[src/rtl/avg_raster_pkg.sv]
// Shared types and widths for the AVG line rasterizer.
// The optional clip window is enabled with the AVG_RAST_CLIP_EN macro.
package avg_raster_pkg;

  localparam int DEF_COORD_W = 10;
  localparam int DEF_COLOR_W = 3;
  localparam int ERR_W       = DEF_COORD_W + 2;

  typedef enum logic [1:0] {
    ST_IDLE  = 2'd0,
    ST_SETUP = 2'd1,
    ST_DRAW  = 2'd2
  } rast_state_t;

  // Bresenham error term needs two extra bits: one for sign, one for dx+dy headroom.
  function automatic int err_width(input int coord_w);
    return coord_w + 2;
  endfunction

endpackage

[src/rtl/avg_line_setup.sv]
// Combinational Bresenham setup: deltas, step directions and initial error
// from the latched command endpoints.
module avg_line_setup
  import avg_raster_pkg::*;
#(
  parameter  int COORD_W = DEF_COORD_W,
  localparam int EW      = err_width(COORD_W)
) (
  input  logic [COORD_W-1:0]  i_x0,
  input  logic [COORD_W-1:0]  i_y0,
  input  logic [COORD_W-1:0]  i_x1,
  input  logic [COORD_W-1:0]  i_y1,
  output logic [COORD_W-1:0]  o_dx,
  output logic [COORD_W-1:0]  o_dy,
  output logic                o_sx_neg,
  output logic                o_sy_neg,
  output logic signed [EW-1:0] o_err
);

  always_comb begin
    o_sx_neg = (i_x1 < i_x0);
    o_sy_neg = (i_y1 < i_y0);
    o_dx     = o_sx_neg ? (i_x0 - i_x1) : (i_x1 - i_x0);
    o_dy     = o_sy_neg ? (i_y0 - i_y1) : (i_y1 - i_y0);
    o_err    = $signed({2'b00, o_dx}) - $signed({2'b00, o_dy});
  end

endmodule

[src/rtl/avg_line_rasterizer.sv]
// AVG vector-to-pixel rasterizer: IDLE/SETUP/DRAW FSM with a Bresenham stepper.
// Define AVG_RAST_CLIP_EN to suppress writes outside X_MAX/Y_MAX.
module avg_line_rasterizer
  import avg_raster_pkg::*;
#(
  parameter int COORD_W = DEF_COORD_W,
  parameter int COLOR_W = DEF_COLOR_W,
  parameter int X_MAX   = 1023,
  parameter int Y_MAX   = 1023
) (
  input  logic               clk_sys,
  input  logic               reset_l,
  input  logic               cmd_valid,
  output logic               cmd_ready,
  input  logic [COORD_W-1:0] cmd_x0,
  input  logic [COORD_W-1:0] cmd_y0,
  input  logic [COORD_W-1:0] cmd_x1,
  input  logic [COORD_W-1:0] cmd_y1,
  input  logic [COLOR_W-1:0] cmd_color,
  output logic [COORD_W-1:0] pixel_x_o,
  output logic [COORD_W-1:0] pixel_y_o,
  output logic [COLOR_W-1:0] pixel_c_o,
  output logic               pixel_write,
  input  logic               pixel_wr_full,
  output logic               busy,
  output logic               line_done
);

  localparam int EW = err_width(COORD_W);
  localparam logic [COORD_W-1:0] L_ONE   = COORD_W'(1);
  localparam logic [COORD_W-1:0] L_X_MAX = COORD_W'(X_MAX);
  localparam logic [COORD_W-1:0] L_Y_MAX = COORD_W'(Y_MAX);

  rast_state_t          r_state;
  logic [COORD_W-1:0]   r_x0, r_y0, r_x1, r_y1, r_x, r_y, r_dx, r_dy;
  logic [COLOR_W-1:0]   r_color;
  logic                 r_sx_neg, r_sy_neg;
  logic signed [EW-1:0] r_err;
  logic [COORD_W-1:0]   r_px, r_py;
  logic [COLOR_W-1:0]   r_pc;
  logic                 r_pixel_write, r_line_done, r_busy, r_cmd_ready;

  logic [COORD_W-1:0]   w_dx, w_dy, w_x_next, w_y_next;
  logic                 w_sx_neg, w_sy_neg, w_step_x, w_step_y, w_at_end;
  logic                 w_in_window, w_visible;
  logic signed [EW-1:0] w_err_init, w_err_next;
  logic signed [EW:0]   w_e2, w_dx_e, w_dy_e;

  avg_line_setup #(.COORD_W(COORD_W)) u_setup (
    .i_x0     (r_x0),
    .i_y0     (r_y0),
    .i_x1     (r_x1),
    .i_y1     (r_y1),
    .o_dx     (w_dx),
    .o_dy     (w_dy),
    .o_sx_neg (w_sx_neg),
    .o_sy_neg (w_sy_neg),
    .o_err    (w_err_init)
  );

  // Both step decisions use the error value from before this step.
  assign w_e2     = {r_err, 1'b0};
  assign w_dx_e   = $signed({3'b000, r_dx});
  assign w_dy_e   = $signed({3'b000, r_dy});
  assign w_step_x = (w_e2 >= -w_dy_e);
  assign w_step_y = (w_e2 <= w_dx_e);
  assign w_at_end = (r_x == r_x1) && (r_y == r_y1);

  always_comb begin
    w_err_next = r_err;
    if (w_step_x) w_err_next = w_err_next - $signed({2'b00, r_dy});
    if (w_step_y) w_err_next = w_err_next + $signed({2'b00, r_dx});
    w_x_next = r_x;
    if (w_step_x) w_x_next = r_sx_neg ? (r_x - L_ONE) : (r_x + L_ONE);
    w_y_next = r_y;
    if (w_step_y) w_y_next = r_sy_neg ? (r_y - L_ONE) : (r_y + L_ONE);
  end

  assign w_in_window = (r_x <= L_X_MAX) && (r_y <= L_Y_MAX);
`ifdef AVG_RAST_CLIP_EN
  assign w_visible = w_in_window;
`else
  assign w_visible = w_in_window | 1'b1;
`endif

  always_ff @(posedge clk_sys or negedge reset_l) begin
    if (!reset_l) begin
      r_state       <= ST_IDLE;
      r_x0 <= '0; r_y0 <= '0; r_x1 <= '0; r_y1 <= '0;
      r_x  <= '0; r_y  <= '0; r_dx <= '0; r_dy <= '0;
      r_color       <= '0;
      r_sx_neg      <= 1'b0;
      r_sy_neg      <= 1'b0;
      r_err         <= '0;
      r_px          <= '0;
      r_py          <= '0;
      r_pc          <= '0;
      r_pixel_write <= 1'b0;
      r_line_done   <= 1'b0;
      r_busy        <= 1'b0;
      r_cmd_ready   <= 1'b1;
    end else begin
      r_pixel_write <= 1'b0;
      r_line_done   <= 1'b0;
      case (r_state)
        ST_IDLE: begin
          r_busy <= cmd_valid;
          if (cmd_valid) begin
            r_x0        <= cmd_x0;
            r_y0        <= cmd_y0;
            r_x1        <= cmd_x1;
            r_y1        <= cmd_y1;
            r_color     <= cmd_color;
            r_cmd_ready <= 1'b0;
            r_state     <= ST_SETUP;
          end
        end
        ST_SETUP: begin
          r_dx     <= w_dx;
          r_dy     <= w_dy;
          r_sx_neg <= w_sx_neg;
          r_sy_neg <= w_sy_neg;
          r_err    <= w_err_init;
          r_x      <= r_x0;
          r_y      <= r_y0;
          r_busy   <= 1'b1;
          r_state  <= ST_DRAW;
        end
        ST_DRAW: begin
          r_busy <= 1'b1;
          // A stall sampled here suppresses this slot; stepper holds its point.
          if (!pixel_wr_full) begin
            r_pixel_write <= w_visible;
            r_px          <= r_x;
            r_py          <= r_y;
            r_pc          <= r_color;
            if (w_at_end) begin
              r_line_done <= 1'b1;
              r_cmd_ready <= 1'b1;
              r_state     <= ST_IDLE;
            end else begin
              r_x   <= w_x_next;
              r_y   <= w_y_next;
              r_err <= w_err_next;
            end
          end
        end
        default: begin
          r_state     <= ST_IDLE;
          r_cmd_ready <= 1'b1;
          r_busy      <= 1'b0;
        end
      endcase
    end
  end

  assign cmd_ready   = r_cmd_ready;
  assign pixel_x_o   = r_px;
  assign pixel_y_o   = r_py;
  assign pixel_c_o   = r_pc;
  assign pixel_write = r_pixel_write;
  assign busy        = r_busy;
  assign line_done   = r_line_done;

endmodule

[config.mk]
export PLATFORM = sky130hd
export DESIGN_NAME = avg_line_rasterizer
export DESIGN_NICKNAME = d
export VERILOG_FILES = /design/src/rtl/avg_raster_pkg.sv /design/src/rtl/avg_line_setup.sv /design/src/rtl/avg_line_rasterizer.sv
export SDC_FILE = /design/constraint.sdc
export NUM_CORES = 1
export LEC_CHECK = 0
export ABC_AREA = 1
export ABC_CLOCK_PERIOD_IN_PS = 6900
export CAP_MARGIN = 30
export CORE_ASPECT_RATIO = 0.7
export CORE_MARGIN = 2
export CORE_UTILIZATION = 35
export DETAILED_ROUTE_END_ITERATION = 8
export GPL_ROUTABILITY_DRIVEN = 0
export GPL_TIMING_DRIVEN = 0
export PLACE_DENSITY_LB_ADDON = 0.15
export SLEW_MARGIN = 20
export SYNTH_ARGS = -nofsm -noshare
export SYNTH_HDL_FRONTEND = slang
export SYNTH_SLANG_ARGS = --single-unit
[constraint.sdc]
create_clock -name clk_sys -period 6.9 [get_ports clk_sys]
set_clock_uncertainty 0.05 [all_clocks]
set_input_delay 1.725 -clock clk_sys [delete_from_list [all_inputs] [get_ports clk_sys]]
set_output_delay 1.725 -clock clk_sys [all_outputs]
set_load 0.005 [all_outputs]
==> out/qor.csv, run 1 <==
stage;metric;value;unit
yosys;yosysSeqAreaShare;0.304;
place;io_buffers;73;
finish;nNetsFinal;1682;
critical_path;r2r_slack;2.12;ns
critical_path;path_class;flop to flop;
yosys;synthArstFlopShare;1.00;
yosys;netlist_area;10400;sq um
yosys;syn_avg_cell_area;7.30;sq um
floorplan;initial_core_util;0.357;
yosys;synth_cell_types;52;
clock_tree;cts_buffer_depth;2;
floorplan;die_h;148;um
finish;nFillCells;3011;
floorplan;dieArea;31100;sq um
grt;overflow;0;
yosys;ys_top_cells_by_area;dfrtp_1, ha_1, nand2_1;
grt;antenna_found_initial;1;
floorplan;core_area;29000;sq um
floorplan;fp.dieW;210;um
finish;register_area;3150;sq um
timing;slew_headroom;0.420;
grt;grt_pass1_wl;51500;um
place;placedCellCount;1873;
critical_path;end_kind;flop;
finish;multiInputGateArea;6230;sq um
critical_path;r2r_start;r_dy[1]$_DFFE_PN0P_;
route;drt_iter0_markers;747;
yosys;synth_edf_count;0;
timing;fmax;209;MHz
clock_tree;path_clk_slew;0.06;ns
critical_path;critPathRequiredTime;7.22;ns
min_path;holdPathEnd;pixel_y_o[3]$_DFFE_PN0P_;
clock_tree;cts_root_buffer;clkbuf_16;
timing;min_period;4.78;ns
yosys;yosys.area.top_type;dfrtp_1;
timing;final_hold_viol_count;0;
min_path;hold_depth;2;
yosys;syn_nets;1589;
flow_run;max-cap-violations;0;
route;wl_per_cell;17.0;um
clock_tree;htreeDepth;4;
yosys;synth_common_cells;nand2_1, inv_1, dfrtp_1, nor2_1, a21oi_1;
critical_path;r2r_end;r_err[11]$_DFFE_PN0P_;
clock_tree;cts_resized;0;
yosys;ys_ff_latch;126;
yosys;synth.most_common_cell;nand2_1;
critical_path;cp_max_fo;10;
grt;grt_usage;0.217;
yosys;synth-main-ff-cell;dfrtp_1;
route;firstDrtPassIters;4;
min_path;hp-class;flop to flop;
critical_path;worst_r2r_path_depth;27;
clock_tree;numClockSinks;126;
timing;setup_viol;0;
route;wl;32300;um
floorplan;fp-row-count;52;
min_path;min-delay-start;pixel_y_o[3]$_DFFE_PN0P_;
finish;antenna_cells;0;
critical_path;cp.arrival;5.10;ns
route;via_count;9437;
timing;slew_viol_final;0;
floorplan;ioPinCount;74;
critical_path;cp-start-kind;flop;
timing;fin_crit_sh;0.693;
clock_tree;cts_hold_buf;0;
yosys;ys_warn_count;0;
place;dpl.hpwl;25700;um
grt;grt_pass1_vias;9095;
timing;worstMarginPinSlew;0.870;ns
clock_tree;clk_latency;0.44;ns
yosys;synthesis.instances;1421;
route;vias_per_cell;4.96;
grt;grt_max_degree;81;
yosys;synth_top_area_frac;0.302;
route;postRouteAntennaNets;0;
run_status;status;finished clean;
route;remaining_drc_errors;0;
clock_tree;cts_setup_buffers;0;
finish;layout-drive-gt1-share;0.0682;
clock_tree;numCtsBuffers;17;
clock_tree;cts_tree;built;
finish;area_growth_syn_to_layout;17.7;%
timing;rsz0062_at_grt;no;
finish;stdcell_count;1904;
-- stage by stage --
stage / worst slack [ns] / area (sq um) / util / setup TNS, ns / hold slack (ns)
final: 2.12 / 12200 / 0.421 / 0 / 0.436
after global routing: 1.63 / 12200 / 0.421 / 0 / 0.451
after global placement: -1.42 / 11600 / 0.399 / -175.00 / 0.420
after floorplan: 3.01 / 10400 / - / 0 / 0.415
after detailed placement: 2.18 / 11600 / 0.400 / 0 / 0.425
after CTS: 2.15 / 12200 / 0.421 / 0 / 0.442
-- worst max path at each step --
stage / startpoint / to / slack [ns] / cells after the start
6_report: r_dy[1]$_DFFE_PN0P_ / r_err[11]$_DFFE_PN0P_ / 2.12 / 27
5_1_grt: r_dy[1]$_DFFE_PN0P_ / r_err[11]$_DFFE_PN0P_ / 1.63 / 27
4_1_cts: r_dy[1]$_DFFE_PN0P_ / r_err[11]$_DFFE_PN0P_ / 2.15 / 27
3_5_place_dp: r_dy[1]$_DFFE_PN0P_ / r_err[11]$_DFFE_PN0P_ / 2.18 / 27
3_3_place_gp: reset_l / r_state[0]$_DFFE_PN0P_ / -1.42 / 1
2_1_floorplan: r_dy[1]$_DFFE_PN0P_ / r_err[7]$_DFFE_PN0P_ / 3.01 / 25
-- registers in the layout (all words and copies together) (netlist names), 10 cells and up --
name and flops:
pixel_x_o 10, r_y 10, r_x1 10, r_dx 10
r_y0 10, r_x 10, pixel_y_o 10, r_x0 10
r_dy 10, r_err 12, r_y1 10
-- layout by cell type, fill, tap and decap left out, types with 25 or more instances in the layout --
cell type        Yosys  layout
dfrtp_1            125     125
nand2_1            347     347
ha_1               112     112
o21ai_2             25      25
nand3_1             46      46
clkdlybuf4s50_1      0      72
xor2_1              47      47
o21ai_0             87      87
a21oi_1            114     114
nor2_1             119     119
inv_1              199     199
-- layout make-up --
class,count,area share
Clock inverter,10,0.0114
Clock buffer,21,0.0377
Tap cell,378,0.0387
Sequential cell,126,0.258
Inverter,207,0.0638
Buffer,37,0.0168
Timing Repair Buffer,74,0.0625
Multi-Input combinational cell,1051,0.511
-- critical path, stage by stage, from the launching register on --
cell and delay, ns:
dfrtp_1 0.41, nor3_1 0.34, inv_1 0.07, nor3_1 0.25, nand3_1 0.22, nor3_1 0.23
xor2_1 0.19, ha_1 0.25, nand2_1 0.08, nor2_2 0.04, a21oi_1 0.22, nand3_2 0.17
nand2_4 0.18, buf_12 0.15, o21ai_0 0.24, nand2_1 0.13, inv_1 0.05, ha_1 0.36
nand2_1 0.09, nor2_1 0.14, nand3_1 0.09, nand3_1 0.13, nand2_1 0.08, nand2_1 0.14
nand4_1 0.11, nand2_1 0.07, nand3_1 0.08, a21oi_1 0.16
-- per-layer routing --
metal  part of all wire  track usage  vias to the layer above
met2               0.39        0.301                      228
met5                  0            0                        -
met1               0.55        0.343                     4386
li1                   -            -                     4799
met3              0.056       0.0406                       24
met4             0.0091       0.0418                        0
-- cell families (layout without fill, tap and decap cells) --
| logic type | Yosys count | in the layout | synth area share |
|---|---|---|---|
| and+or+nand+nor | 567 | 567 | 0.224 |
| AOI/OAI and AO/OA | 294 | 294 | 0.166 |
| buffers and inverters | 244 | 349 | 0.0949 |
| DFF | 126 | 126 | 0.304 |
| adders and majority gates | 121 | 121 | 0.152 |
| xor gates and xnor gates | 68 | 68 | 0.0574 |
| muxes | 1 | 1 | 0.00109 |
Power of run 1 is not shown: default switching activity piles up to over one toggle a cycle in this logic, so the estimate is an artifact.
==> run 2, diff against run 1 <==
- ABC_CLOCK_PERIOD_IN_PS: 6900 -> 4450
- clock period: 6.9 -> 4.45 ns (I/O delays scaled with it)
==> run 2 against run 1 <==
Maximum frequency up 15%. Critical path depth increased by 5. Flip-flop and latch count is the same. Via count grew 1.8%. Non-clock buffer count grew 12. First-iteration DRC count is 5.2% higher. Die area unchanged. Global-route usage about the same. Utilization is 1.3 points higher.
==> out/qor.csv, run 2 (same netlist as run 1, synthesis figures left out) <==
stage;metric;value;unit;change
floorplan;dieArea;31100;sq um;unchanged
grt;grt_pass1_wl;51600;um;was 51,500 um
critical_path;end_kind;flop;;unchanged
route;firstDrtPassIters;5;;was 4
place;placedCellCount;1873;;unchanged
finish;final_cell_mix;nand2_1, inv_1, dfrtp_1;;unchanged
route;wl;32700;um;was 32,300 um
finish;area_growth_syn_to_layout;21.2;%;was 17.7%
flow_run;max-cap-violations;0;;unchanged
route;via_count;9605;;was 9,437
route;remaining_drc_errors;0;;unchanged
route;wl_per_cell;17.1;um;was 17.0 um
clock_tree;numCtsBuffers;17;;unchanged
critical_path;cp_slowest_cell;dfrtp_2;;was dfrtp_1
route;vias_per_cell;5.01;;was 4.96
finish;final_common_cell;nand2_1;;unchanged
floorplan;initial_core_util;0.357;;unchanged
critical_path;cp-start-kind;flop;;unchanged
timing;worst_slack;0.283;ns;was 2.12 ns
floorplan;ioPinCount;74;;unchanged
critical_path;cpPeakStageDelay;0.44;ns;was 0.41 ns
finish;nNetsFinal;1694;;was 1,682
min_path;hp-class;flop to flop;;unchanged
timing;min_period;4.17;ns;was 4.78 ns
timing;fin_crit_sh;0.936;;was 0.693
route;wl_met3;1790;um;was 1800 um
critical_path;cp_max_fo;8;;was 10
grt;grt_max_degree;81;;unchanged
timing;worstMarginPinSlew;0.893;ns;was 0.870 ns
timing;slew_viol_final;0;;unchanged
critical_path;critPathRequiredTime;4.71;ns;was 7.22 ns
grt;antenna_found_initial;1;;unchanged
clock_tree;clk_latency;0.44;ns;about the same
route;wl_met2;12900;um;was 12,500 um
timing;setup_viol;0;;unchanged
floorplan;die_h;148;um;unchanged
place;pre_cts_slack;-0.272;ns;was 2.18 ns
finish;stdcell_count;1916;;was 1,904
floorplan;core_area;29000;sq um;unchanged
route;top_layer_used;met4;;unchanged
critical_path;worst_path_most_repeated_cell;nand2_1;;unchanged
floorplan;fp-row-count;52;;unchanged
critical_path;cp.arrival;4.43;ns;was 5.10 ns
clock_tree;cts_buffer_depth;2;;unchanged
finish;antenna_cells;0;;unchanged
timing;tns;0;ns;unchanged
route;postRouteAntennaNets;0;;unchanged
finish;largest_reg_flops;12;;unchanged
grt;overflow;0;;unchanged
clock_tree;htreeDepth;4;;unchanged
grt;grt_pass1_vias;9111;;was 9,095
clock_tree;cts_root_buffer;clkbuf_16;;unchanged
floorplan;fp.dieW;210;um;unchanged
timing;fmax;240;MHz;was 209 MHz
timing;slew_headroom;0.405;;was 0.420
clock_tree;path_clk_slew;0.06;ns;about the same
timing;final_hold_viol_count;0;;unchanged
finish;regMostFlops;r_err;;unchanged
finish;nFillCells;2981;;was 3,011
route;drt_iter0_markers;786;;was 747
clock_tree;numClockSinks;126;;unchanged
place;dpl.hpwl;25700;um;unchanged
finish;layout-drive-gt1-share;0.101;;was 0.0682
grt;grt_usage;0.217;;about the same
finish;utilization;0.433;;was 0.421
place;io_buffers;73;;unchanged
route;wl_met1;17700;um;about the same
critical_path;path_class;flop to flop;;unchanged
run_status;status;finished clean;;unchanged
clock_tree;cts_tree;built;;unchanged
==> run 2: final cells by class <==
cell class / instances / area [sq um] / area share
tap: 378 / 473 / 0.0376
buffer: 37 / 205 / 0.0163
sequential: 126 / 3160 / 0.251
inverter: 207 / 782 / 0.0622
timing repair buffer: 86 / 871 / 0.0693
clock inverter: 10 / 139 / 0.0110
clock buffer: 21 / 460 / 0.0366
multi-input combinational: 1051 / 6490 / 0.516
==> run 2: worst paths after layout <==
check | start | to | slack [ns] | cells past startpoint
worst min-delay path | pixel_y_o[3]$_DFFE_PN0P_ | pixel_y_o[3]$_DFFE_PN0P_ | 0.44 | 2
worst max register to register | r_dy[0]$_DFFE_PN0P_ | r_err[8]$_DFFE_PN0P_ | 0.28 | 32
max in group asynchronous | reset_l | cmd_ready$_DFFE_PN1P_ | 3.06 | 2
worst min register to register | pixel_y_o[3]$_DFFE_PN0P_ | pixel_y_o[3]$_DFFE_PN0P_ | 0.44 | 2
worst max-delay path | r_dy[0]$_DFFE_PN0P_ | r_err[8]$_DFFE_PN0P_ | 0.28 | 32
min in group asynchronous | reset_l | r_y[4]$_DFFE_PN0P_ | 0.51 | 1
==> run 2: critical path: cells and delay by family, from the launching register on <==
family	cells	cell delay, ns
fa+ha+maj	3	0.76
xor+xnor	1	0.14
buf+inv	4	0.33
compound gates	6	0.81
flops	1	0.44
simple gates	18	1.50
==> run 2: metal layers <==
metal  GRT usage  up-vias
met5           0        -
met4      0.0418        0
met3      0.0406       27
met2       0.301      231
met1       0.344     4520
li1            -     4827
==> run 2: repair_timing <==
action / in CTS / in global routing
gates resized for setup: 4 / 53
setup buffers: 1 / 10
endpoints found under the setup margin: 7 / 9
pin swaps: 1 / 25
hold buffers: 0 / 0
gates cloned: 0 / 1
==> run 2: stage by stage <==
stage          area [sq um]  hold WS (ns)
6_report              12600         0.435
5_1_grt               12600         0.451
4_1_cts               12200         0.442
3_5_place_dp          11600         0.425
3_3_place_gp          11600         0.420
2_1_floorplan         10400         0.415
Power of run 2 is left out for the same reason.
